File: src/rtl/uart_pkg.sv
// Shared UART definitions: FSM state encoding, default oversample ratio, line idle level.
// Used by both the transmitter and the receiver side.
package uart_pkg;

    typedef enum logic [2:0] {
        IDLE,
        START,
        DATA,
        PARITY,
        STOP
    } uart_state_t;

    localparam int   UART_OVERSAMPLE = 16;
    localparam logic UART_LINE_IDLE  = 1'b1;

endpackage

File: src/rtl/uart_bit_timer.sv
// Bit-period timer: counts uart_tick pulses and flags the tick that completes OVERSAMPLE.
// Latency: bit_end is combinational on the completing tick; no backpressure, clear holds the count at 0.
module uart_bit_timer
    import uart_pkg::*;
#(
    parameter int OVERSAMPLE = UART_OVERSAMPLE
) (
    input  logic clk,
    input  logic reset,
    input  logic clear,
    input  logic uart_tick,
    output logic bit_end
);

    localparam int              CW   = $clog2(OVERSAMPLE);
    localparam logic [CW-1:0]   LAST = CW'(OVERSAMPLE - 1);

    logic [CW-1:0] tick_cnt;

    // Asserted on the very edge that samples the final tick so the owner can act on it.
    assign bit_end = uart_tick && !clear && (tick_cnt == LAST);

    always_ff @(posedge clk) begin
        if (reset || clear) begin
            tick_cnt <= '0;
        end else if (uart_tick) begin
            tick_cnt <= (tick_cnt == LAST) ? '0 : tick_cnt + 1'b1;
        end
    end

endmodule

File: src/rtl/uart_tx.sv
// UART transmitter: start, DATA_BITS LSB first, optional even parity (UART_TX_PARITY_EN), STOP_BITS stop.
// Latency: Tx falls on the accepting edge; each bit lasts OVERSAMPLE uart_tick pulses.
// Backpressure: tx_start is ignored while tx_busy is high; accepted again in the tx_done cycle.
module uart_tx
    import uart_pkg::*;
#(
    parameter int OVERSAMPLE = UART_OVERSAMPLE,
    parameter int DATA_BITS  = 8,
    parameter int STOP_BITS  = 1
) (
    input  logic                 clk,
    input  logic                 reset,
    input  logic                 uart_tick,
    input  logic                 tx_start,
    input  logic [DATA_BITS-1:0] tx_data,
    output logic                 Tx,
    output logic                 tx_busy,
    output logic                 tx_done
);

    localparam int            BW        = $clog2(DATA_BITS + 1);
    localparam logic [BW-1:0] LAST_DATA = BW'(DATA_BITS - 1);
    localparam logic [BW-1:0] LAST_STOP = BW'(STOP_BITS - 1);

    uart_state_t          state;
    logic [BW-1:0]        bit_cnt;
    logic [DATA_BITS-1:0] shreg;
    logic                 bit_end;
    logic                 timer_clear;
`ifdef UART_TX_PARITY_EN
    logic                 parity_bit;
`endif

    // Holding the timer clear in IDLE discards idle ticks and the tick coincident with acceptance.
    assign timer_clear = (state == IDLE);

    uart_bit_timer #(
        .OVERSAMPLE(OVERSAMPLE)
    ) u_bit_timer (
        .clk      (clk),
        .reset    (reset),
        .clear    (timer_clear),
        .uart_tick(uart_tick),
        .bit_end  (bit_end)
    );

    always_ff @(posedge clk) begin
        if (reset) begin
            state   <= IDLE;
            bit_cnt <= '0;
            shreg   <= '0;
            Tx      <= UART_LINE_IDLE;
            tx_busy <= 1'b0;
            tx_done <= 1'b0;
`ifdef UART_TX_PARITY_EN
            parity_bit <= 1'b0;
`endif
        end else begin
            tx_done <= 1'b0;
            case (state)
                IDLE: begin
                    if (tx_start) begin
                        shreg   <= tx_data;
                        bit_cnt <= '0;
                        Tx      <= ~UART_LINE_IDLE;
                        tx_busy <= 1'b1;
                        state   <= START;
`ifdef UART_TX_PARITY_EN
                        parity_bit <= ^tx_data;
`endif
                    end
                end
                START: begin
                    if (bit_end) begin
                        Tx      <= shreg[0];
                        shreg   <= shreg >> 1;
                        bit_cnt <= '0;
                        state   <= DATA;
                    end
                end
                DATA: begin
                    if (bit_end) begin
                        if (bit_cnt == LAST_DATA) begin
                            bit_cnt <= '0;
`ifdef UART_TX_PARITY_EN
                            Tx    <= parity_bit;
                            state <= PARITY;
`else
                            Tx    <= UART_LINE_IDLE;
                            state <= STOP;
`endif
                        end else begin
                            bit_cnt <= bit_cnt + 1'b1;
                            Tx      <= shreg[0];
                            shreg   <= shreg >> 1;
                        end
                    end
                end
`ifdef UART_TX_PARITY_EN
                PARITY: begin
                    if (bit_end) begin
                        Tx    <= UART_LINE_IDLE;
                        state <= STOP;
                    end
                end
`endif
                STOP: begin
                    // bit_cnt is reused to count stop-bit periods.
                    if (bit_end) begin
                        if (bit_cnt == LAST_STOP) begin
                            bit_cnt <= '0;
                            tx_busy <= 1'b0;
                            tx_done <= 1'b1;
                            state   <= IDLE;
                        end else begin
                            bit_cnt <= bit_cnt + 1'b1;
                        end
                    end
                end
                default: begin
                    Tx      <= UART_LINE_IDLE;
                    tx_busy <= 1'b0;
                    state   <= IDLE;
                end
            endcase
        end
    end

endmodule
File: config.mk
export PLATFORM = sky130hd
export DESIGN_NAME = uart_tx
export DESIGN_NICKNAME = d
export VERILOG_FILES = /design/src/rtl/uart_pkg.sv /design/src/rtl/uart_bit_timer.sv /design/src/rtl/uart_tx.sv
export SDC_FILE = /design/constraint.sdc
export NUM_CORES = 1
export LEC_CHECK = 0
export ABC_AREA = 1
export CORE_MARGIN = 3
export CORE_UTILIZATION = 50
export CTS_BUF_LIST = sky130_fd_sc_hd__clkbuf_8 sky130_fd_sc_hd__clkbuf_16
export DETAILED_ROUTE_END_ITERATION = 6
export HOLD_SLACK_MARGIN = 0.02
export PLACE_DENSITY_LB_ADDON = 0.2
export REMOVE_ABC_BUFFERS = 1
export SLEW_MARGIN = 20
export SYNTH_ARGS = -nofsm -noshare
export SYNTH_HDL_FRONTEND = slang
export SYNTH_SLANG_ARGS = --single-unit
File: constraint.sdc
create_clock -name clk -period 1.9 [get_ports clk]
set_input_delay 0.285 -clock clk [delete_from_list [all_inputs] [get_ports clk]]
set_output_delay 0.285 -clock clk [all_outputs]
set_load 0.02 [all_outputs]
==> impl_metrics.py, run 1 <==
metrics = {
    "status": {
        "status": "completed",
    },
    "timing": {
        "worst_pin_slew_ns": 0.302,
        "clock-skew-final_ns": 0.00185,
        "setup_tns_ns": 0,
        "rsz0062_at_grt": "no",
        "fin_crit_sh": 0.824,
        "fin_ws_ns": 0.335,
        "hold_violations": 0,
        "clock.fmax_ghz": 0.639,
        "relSlewSlack": 0.798,
        "min_period_ns": 1.57,
        "drv_slew": 0,
        "setup_viol": 0,
    },
    "clock_tree": {
        "post_cts_buffers": 0,
        "cts_resized": 0,
        "ctsLongestPathBuffers": 2,
        "holdBufCountCts": 0,
        "tritoncts": "built",
        "clock_latency_ns": 0.26,
        "tritoncts.num_buffers": 3,
        "clkTransAtPathRegs_ns": 0.08,
        "htree_levels": 1,
        "cts_root_buffer": "clkbuf_8",
        "clock_sinks": 22,
    },
    "floorplan": {
        "die_area_um2": 3130,
        "die_w_um": 55.9,
        "ios": 15,
        "die_y_um": 55.9,
        "core_um2": 2300,
        "fp-row-count": 17,
        "initial_utilization": 0.542,
    },
    "synthesis": {
        "ys_ff_latch": 22,
        "synth_area_um2": 1250,
        "synth_seq_area_share": 0.353,
        "syn_inst": 190,
        "syn-mean-instance-area_um2": 6.56,
        "synth_cell_types": 26,
        "ys_warn_count": 0,
    },
    "power_and_ir_drop": {
        "p_leak_nw": 0.757,
        "finalPower_mw": 2.95,
        "irDropWorstVdd_mv": 1.34,
        "power.density_nw_per_um2": 1980,
    },
    "worst_hold_path": {
        "hp-class": "flop to flop",
        "min_from": "tx_busy",
        "hold_path_depth": 2,
        "whs_endpoint": "tx_busy",
    },
    "layout": {
        "drive_gt1_frac": 0.101,
        "final_nets": 224,
        "area_growth_pct": 19.4,
        "fillCellCount": 199,
        "antenna_cells": 0,
        "register_area_um2": 440,
        "multi_input_area_um2": 684,
    },
    "worst_setup_path": {
        "critPathLaunch": "u_bit_timer.tick_cnt[0]",
        "worstRegToRegCells": 10,
        "r2r-start": "u_bit_timer.tick_cnt[0]",
        "worst_setup_path_start_kind": "flop",
        "crit_type": "flop to flop",
        "r2r_end": "bit_cnt[2]",
        "reg2reg_slack_ns": 0.33,
        "arrival_ns": 1.73,
        "crit_path_max_fanout": 8,
        "cp.required_ns": 2.07,
        "endpoint_kind": "flop",
    },
    "detailed_routing": {
        "drt_iter0_drc": 52,
        "wl_per_cell_um": 10.7,
        "top_layer": "met4",
        "wl_mm": 2.52,
        "vias": 1152,
        "wl_met2_mm": 1.22,
        "wl_met1_mm": 1.15,
        "drc_errors": 0,
        "dr_wl_met3_um": 119,
        "via_per_inst": 4.88,
        "drtAntennaViolNets": 0,
        "dr.pass1.iters": 7,
    },
    "global_route": {
        "grt_max_degree": 17,
        "overflow": 0,
        "grt_pass1_vias": 1063,
        "grt_pass1_wl_mm": 4.44,
        "antenna_found_initial": 0,
        "track_usage": 0.176,
    },
    "job": {
        "drv_cap": 0,
    },
    "place": {
        "port_buffers": 14,
        "pre_cts_slack_ns": 0.0883,
        "hpwl_mm": 1.81,
        "place_congestion": 0.835,
    },
}
==> final cells by class <==
type,instances,area share
clock buffers,3,0.0278
clock inverters,1,0.0202
inverters,25,0.0631
multi-input cells,140,0.460
flip-flops and latches,22,0.296
well taps,28,0.0235
repair buffers,17,0.109
==> stage by stage <==
stage,instance area (um2),util,hold WS (ns),cells
floorplan,1220,-,0.354,187
global placement,1420,0.617,0.444,232
detailed placement,1420,0.617,0.462,232
CTS,1490,0.648,0.474,236
global route,1490,0.648,0.515,236
finish,1490,0.648,0.469,236
==> report_power, final <==
group | switching [mW] | internal [mW]
sequential | 0.134 | 0.654
clock | 0.160 | 0.282
combinational | 1.12 | 0.608
==> metal layers <==
metal	up-vias	global-route usage
li1	621	-
met1	496	0.206
met2	31	0.307
met3	4	0.0510
met4	0	0.0542
met5	-	0
==> worst max-delay path, stage by stage, from the launching register on <==
cell	delay, ns
dfxtp_1	0.36
ha_1	0.16
nand2_1	0.05
inv_1	0.08
nand2_1	0.17
nand2_1	0.17
nand3_2	0.11
nor2_4	0.18
nand2_1	0.08
nand2_1	0.06
nor2_1	0.04
==> placed cells by master, fill, tap and decap left out, types with 2 or more instances in the layout <==
master,count
buf_4,3
clkdlybuf4s50_1,14
nor2_4,2
a21oi_1,5
nand2_4,2
xor2_1,2
o21ai_1,4
nand3_1,8
inv_2,2
nand2_1,55
dfxtp_1,22
inv_1,23
clkbuf_8,3
o21ai_0,7
nor2_1,37
nor3_1,2
ha_1,3
nand2_2,4
==> cells in the mapped netlist <==
master / instances / area [um2]
nand2_1: 55 / 206
nor2_1: 37 / 139
inv_1: 23 / 86.3
dfxtp_1: 22 / 440
nand3_1: 8 / 40.0
o21ai_0: 7 / 35.0
a21oi_1: 5 / 25.0
nand2_2: 4 / 25.0
o21ai_1: 4 / 20.0
ha_1: 3 / 37.5
buf_6: 2 / 22.5
inv_2: 2 / 7.51
nand2_4: 2 / 22.5
nor2_4: 2 / 22.5
nor3_1: 2 / 10.0
xor2_1: 2 / 17.5
a21o_1: 1 / 7.51
buf_2: 1 / 5.00
mux2i_1: 1 / 10.0
nand3_2: 1 / 10.0
nand3_4: 1 / 17.5
nand3b_1: 1 / 7.51
nand3b_2: 1 / 11.3
nor2_2: 1 / 6.26
nor4_1: 1 / 6.26
o21a_1: 1 / 7.51
==> worst max-delay path by stage <==
| stage | to | slack, ns | cells after the start |
|---|---|---|---|
| 3_5_place_dp | bit_cnt[2] | 0.09 | 10 |
| 5_1_grt | bit_cnt[2] | 0.14 | 10 |
| 6_report | bit_cnt[2] | 0.33 | 10 |
| 3_3_place_gp | bit_cnt[2] | 0.16 | 10 |
| 4_1_cts | bit_cnt[2] | 0.34 | 10 |
| 2_1_floorplan | bit_cnt[2] | 0.55 | 10 |
==> cells by family after synthesis <==
family,share of synthesized area
AND/OR/NAND/NOR,0.421
buffers and inverters,0.0974
flip-flops,0.353
AO/OA/AOI/OAI,0.0763
adder cells (fa/ha/maj),0.0301
XOR/XNOR,0.0141
multiplexers,0.00803
==> state kept, by name, indices dropped and copies added (netlist names) <==
| signal | count |
|---|---|
| shreg | 8 |
| bit_cnt | 4 |
| u_bit_timer.tick_cnt | 4 |
| state | 3 |
| Tx | 1 |
| tx_busy | 1 |
| tx_done | 1 |
Power figures use the tool's default switching activity.
==> run 2: changes to the inputs <==
CORE_UTILIZATION = 49   (was 50)
clock period = 1.3 ns   (was 1.9 ns; I/O delays follow)
==> run 2 against run 1 <==
Against the previous run: the flow now finishes with violations (setup timing); register-to-register slack worse by 0.38 ns; combinational power is 98% higher; setup slack worse by 0.38 ns; power is 73% higher; design area is 18% higher; wire length is 18% higher; clock skew hardly changed; clock-buffer cell count is 1 higher; worst hold slack worse by 0.0053 ns; via count is 8.2% higher; largest power group unchanged.
==> impl_metrics.py, run 2 (same netlist as run 1, synthesis figures left out) <==
metrics = {
    "status": {
        "status": "finished with violations",
        "violations": "setup timing",
    },
    "global_route": {
        "antenna_found_initial": 0,
        "track_usage": 0.183,
        "grt_max_degree": 17,
        "grt_pass1_wl_mm": 4.74,
        "overflow": 0,
        "grt_pass1_vias": 1138,
    },
    "clock_tree": {
        "tritoncts": "built",
        "clock_latency_ns": 0.26,
        "cts_root_buffer": "clkbuf_8",
        "tritoncts.num_buffers": 3,
        "ctsLongestPathBuffers": 2,
        "htree_levels": 1,
        "clock_sinks": 22,
        "clkTransAtPathRegs_ns": 0.08,
    },
    "place": {
        "dp.cells": 243,
        "hpwl_mm": 1.92,
        "pre_cts_slack_ns": -0.341,
        "dpl_cell_area_um2": 1500,
        "port_buffers": 14,
        "place_congestion": 0.847,
    },
    "layout": {
        "final_area_um2": 1760,
        "area_growth_pct": 40.9,
        "final_cell_mix": "nand2_1, nor2_1, buf_4, inv_1, dfxtp_1",
        "antenna_cells": 0,
        "final_cells": 254,
        "post-route-util": 0.757,
        "final_nets": 242,
        "drive_gt1_frac": 0.301,
        "largest-register": "shreg",
        "largest_reg_flops": 8,
        "layout_commonest_cell": "nand2_1",
        "top_regs": "shreg (8), bit_cnt (4), u_bit_timer.tick_cnt (4)",
    },
    "timing": {
        "min_period_ns": 1.34,
        "worst_pin_slew_ns": 0.458,
        "clock-skew-final_ns": 0.00212,
        "setup_viol": 6,
        "setup_tns_ns": -0.0880,
        "drv_slew": 0,
        "fin_ws_ns": -0.0419,
        "relSlewSlack": 0.694,
        "fin_crit_sh": 1.03,
        "hold_violations": 0,
        "rsz0062_at_grt": "yes",
        "clock.fmax_ghz": 0.745,
        "whs_ns": 0.464,
    },
    "detailed_routing": {
        "wl_met2_mm": 1.53,
        "top_layer": "met4",
        "drc_errors": 0,
        "dr_wl_met3_um": 62,
        "wl_met1_mm": 1.36,
        "via_per_inst": 4.91,
        "wl_mm": 2.98,
        "dr.pass1.iters": 5,
        "drtAntennaViolNets": 0,
        "wl_per_cell_um": 11.7,
        "drt_iter0_drc": 42,
        "vias": 1246,
    },
    "worst_setup_path": {
        "reg2reg_slack_ns": -0.04,
        "r2r_end": "shreg[0]",
        "arrival_ns": 1.54,
        "r2r-start": "bit_cnt[1]",
        "worst_setup_path_start_kind": "flop",
        "critPathLaunch": "bit_cnt[1]",
        "cpMaxStageDelayCell": "dfxtp_4",
        "cp_slowest_stage_delay_ns": 0.36,
        "cpMostUsedCell": "nand2_2",
        "crit_type": "flop to flop",
        "crit_chain": "ha_4, nand2_2, inv_2, nand2_2, nand2_4, nand2_4, nand3_4, nand2_2, nand2_2, nor2_2",
        "cp.required_ns": 1.50,
        "crit_path_max_fanout": 8,
        "worstRegToRegCells": 10,
        "endpoint_kind": "flop",
    },
    "floorplan": {
        "fp-row-count": 17,
        "die_area_um2": 3180,
        "ios": 15,
        "core_um2": 2320,
        "initial_utilization": 0.538,
        "die_w_um": 56.4,
        "die_y_um": 56.4,
    },
    "power_and_ir_drop": {
        "irDropWorstVdd_mv": 2.09,
        "finalPower_mw": 5.11,
        "p_leak_nw": 0.875,
        "power.density_nw_per_um2": 2910,
    },
    "worst_hold_path": {
        "min_from": "tx_busy",
        "hold_path_depth": 2,
        "hp-class": "flop to flop",
        "whs_endpoint": "tx_busy",
    },
    "job": {
        "drv_cap": 0,
    },
}
==> run 2: cell types whose count changed in the layout (fill, tap and decap cells not counted), moves of 4 or more <==
cell / change
nand2_2: +7
dfxtp_1: -6
nor2_1: -4
buf_4: +17
dfxtp_4: +4
nand2_1: -11
inv_1: -4
o21ai_0: -4
==> run 2: how the worst max path moves through the flow <==
stage,to,slack [ns],depth (start not counted)
2_1_floorplan,bit_cnt[2],-0.05,10
3_3_place_gp,bit_cnt[2],-0.29,10
3_5_place_dp,bit_cnt[3],-0.34,10
4_1_cts,bit_cnt[0],-0.03,10
5_1_grt,state[1],-0.15,8
6_report,shreg[0],-0.04,10
==> run 2: per-layer routing <==
layer	vias up	global-route usage
met5	-	0
met4	0	0.0508
met3	4	0.0322
met2	11	0.323
met1	569	0.224
li1	662	-
==> run 2: area by class of cell <==
type | instances | area [um2]
multi-input cells | 141 | 822
flip-flops and latches | 22 | 458
clock buffers | 4 | 55.1
repair buffers | 34 | 287
fillers | 189 | 563
well taps | 28 | 35.0
inverters | 25 | 98.8
==> run 2: power by group <==
group / leakage, nW / internal, mW / switching (mW) / total, mW
Clock: 0.0288 / 0.270 / 0.227 / 0.497
Sequential: 0.185 / 0.996 / 0.208 / 1.20
Combinational: 0.661 / 1.35 / 2.06 / 3.41
==> run 2: what timing repair did <==
action	4_1_cts	5_1_grt
pin swaps	10	17
gates resized for setup	26	28
buffers inserted	3	3
endpoints found under the setup margin	20	18
hold buffers	0	0
cloned	1	0
==> run 2: worst max-delay path, delay by kind of cell, from the launching register on <==
kind,cells,cell delay (ns)
buffers and inverters,1,0.04
DFF,1,0.36
and+or+nand+nor,8,0.70
adders and majority gates,1,0.16
==> run 3: changes to the inputs <==
CORE_UTILIZATION = 35   (was 49)
CTS_BUF_LIST = sky130_fd_sc_hd__clkbuf_16   (was sky130_fd_sc_hd__clkbuf_8 sky130_fd_sc_hd__clkbuf_16)
clock period = 1.4 ns   (was 1.3 ns; I/O delays follow)
==> run 3 against run 2 <==
Against the previous run: the flow now finishes without violations; largest power group unchanged; sequential cell count is the same; design area grew 1.3%; critical path depth shrank 1; critical endpoint is now shreg[3]; setup slack gained 0.071 ns; die area grew 35%; highest routed layer unchanged; clock skew shrank 0.00073 ns; fmax shrank 2.1%.
==> impl_metrics.py, run 3 (same netlist as run 1, synthesis figures left out) <==
metrics = {
    "global_route": {
        "overflow": 0,
        "grt_pass1_wl_mm": 4.06,
        "grt_pass1_vias": 966,
        "grt_max_degree": 17,
        "antenna_found_initial": 0,
        "track_usage": 0.119,
    },
    "timing": {
        "clock-skew-final_ns": 0.00139,
        "worst_pin_slew_ns": 0.453,
        "clock.fmax_ghz": 0.729,
        "setup_viol": 0,
        "hold_violations": 0,
        "relSlewSlack": 0.698,
        "drv_slew": 0,
        "rsz0062_at_grt": "yes",
        "fin_crit_sh": 0.979,
        "min_period_ns": 1.37,
    },
    "layout": {
        "layout_commonest_cell": "nand2_1",
        "largest_reg_flops": 8,
        "final_cell_mix": "nand2_1, nor2_1, inv_1, dfxtp_1, buf_4",
        "drive_gt1_frac": 0.285,
        "final_area_um2": 1780,
        "largest-register": "shreg",
        "antenna_cells": 0,
        "area_growth_pct": 42.7,
        "final_cells": 267,
        "final_nets": 238,
        "top_regs": "shreg (8), bit_cnt (4), u_bit_timer.tick_cnt (4)",
    },
    "worst_setup_path": {
        "worst-path-buf-inv": 1,
        "endpoint_kind": "flop",
        "cpMaxStageDelayCell": "dfxtp_4",
        "cp_slowest_stage_delay_ns": 0.37,
        "crit_path_max_fanout": 8,
        "crit_chain": "nor2_4, nand2_2, nand2_4, nand2_8, buf_6, nand3_4, nand2_1, nand2_1, nor2_1",
        "cpMostUsedCell": "nand2_1",
        "crit_type": "flop to flop",
        "worst_setup_path_start_kind": "flop",
        "critPathTopFamily": "simple AND/OR/NAND/NOR gates",
        "arrival_ns": 1.52,
        "cp.required_ns": 1.54,
    },
    "status": {
        "status": "completed",
    },
    "clock_tree": {
        "tritoncts.num_buffers": 3,
        "clkTransAtPathRegs_ns": 0.06,
        "holdBufCountCts": 0,
        "ctsLongestPathBuffers": 2,
        "htree_levels": 1,
        "tritoncts": "built",
        "clock_latency_ns": 0.25,
        "clock_sinks": 22,
        "cts_root_buffer": "clkbuf_16",
    },
    "detailed_routing": {
        "drt_iter0_drc": 54,
        "wl_mm": 2.64,
        "vias": 1204,
        "drtAntennaViolNets": 0,
        "via_per_inst": 4.51,
        "dr.pass1.iters": 4,
        "wl_per_cell_um": 9.90,
        "drc_errors": 0,
    },
    "place": {
        "dpl_cell_area_um2": 1470,
        "place_congestion": 0.758,
        "port_buffers": 14,
        "hpwl_mm": 1.68,
        "dp.cells": 254,
    },
    "power_and_ir_drop": {
        "finalPower_mw": 4.76,
        "irDropWorstVdd_mv": 1.14,
        "p_leak_nw": 0.873,
        "power.density_nw_per_um2": 2670,
    },
    "floorplan": {
        "die_y_um": 65.7,
        "fp-row-count": 21,
        "core_um2": 3390,
        "ios": 15,
        "die_area_um2": 4310,
        "initial_utilization": 0.368,
        "die_w_um": 65.7,
    },
    "worst_hold_path": {
        "hp-class": "flop to flop",
    },
    "job": {
        "drv_cap": 0,
    },
}
[run 3: cell count changes in the layout (fill, tap and decap cells not counted), sizes merged]
cell           before  now
clkdlybuf4s50      11   12
dlygate4sd2         3    1
buf                20   16
clkbuf              4    3
dlymetal6s2s        0    1
[run 3: area by class of cell]
type | instances | area, um2
fill | 324 | 1610
tap | 46 | 57.6
inverter | 25 | 98.8
timing repair buffer | 30 | 269
sequential | 22 | 459
clock buffer | 3 | 75.1
multi-input combinational | 141 | 818
[run 3: timing repair]
item / CTS / global route
setup buffers: 0 / 9
gates resized for setup: 7 / 45
pin swaps: 1 / 25
setup endpoints to repair: 16 / 16
cloned: 0 / 1
[run 3: worst paths after layout]
path	slack, ns	start	cells past startpoint	endpoint
worst min register to register	0.46	tx_busy	2	tx_busy
worst min-delay path	0.46	tx_busy	2	tx_busy
worst max-delay path	0.03	state[1]	9	shreg[3]
worst max register to register	0.03	state[1]	9	shreg[3]
[run 3: per-layer routing]
metal / routed length (um) / up-vias / part of all wire / track usage
li1: - / 655 / - / -
met1: 1270 / 536 / 0.48 / 0.158
met2: 1250 / 11 / 0.47 / 0.183
met3: 87 / 2 / 0.033 / 0.0256
met4: 27 / 0 / 0.010 / 0.0544
met5: 0 / - / 0 / 0
[run 3: per-stage QoR]
step	setup slack, ns	hold WS, ns	utilization	setup TNS (ns)
floorplan	0.0455	0.279	-	0
global placement	-0.284	0.450	0.433	-3.55
detailed placement	-0.318	0.453	0.433	-3.71
CTS	0.00111	0.464	0.459	0
global route	-0.0868	0.483	0.525	-0.696
finish	0.0288	0.458	0.525	0
[run 3: worst reg2reg max path, stage by stage, from the launching register on]
cell and delay, ns:
dfxtp_4 0.37, nor2_4 0.19, nand2_2 0.11, nand2_4 0.12
nand2_8 0.07, buf_6 0.12, nand3_4 0.11, nand2_1 0.08
nand2_1 0.06, nor2_1 0.05
[run 3: power by group]
group          internal (mW)  switching [mW]  total [mW]  leakage, nW
combinational           1.23            1.81        3.04        0.651
clock                  0.376           0.208       0.584       0.0370
sequential             0.930           0.199        1.13        0.185
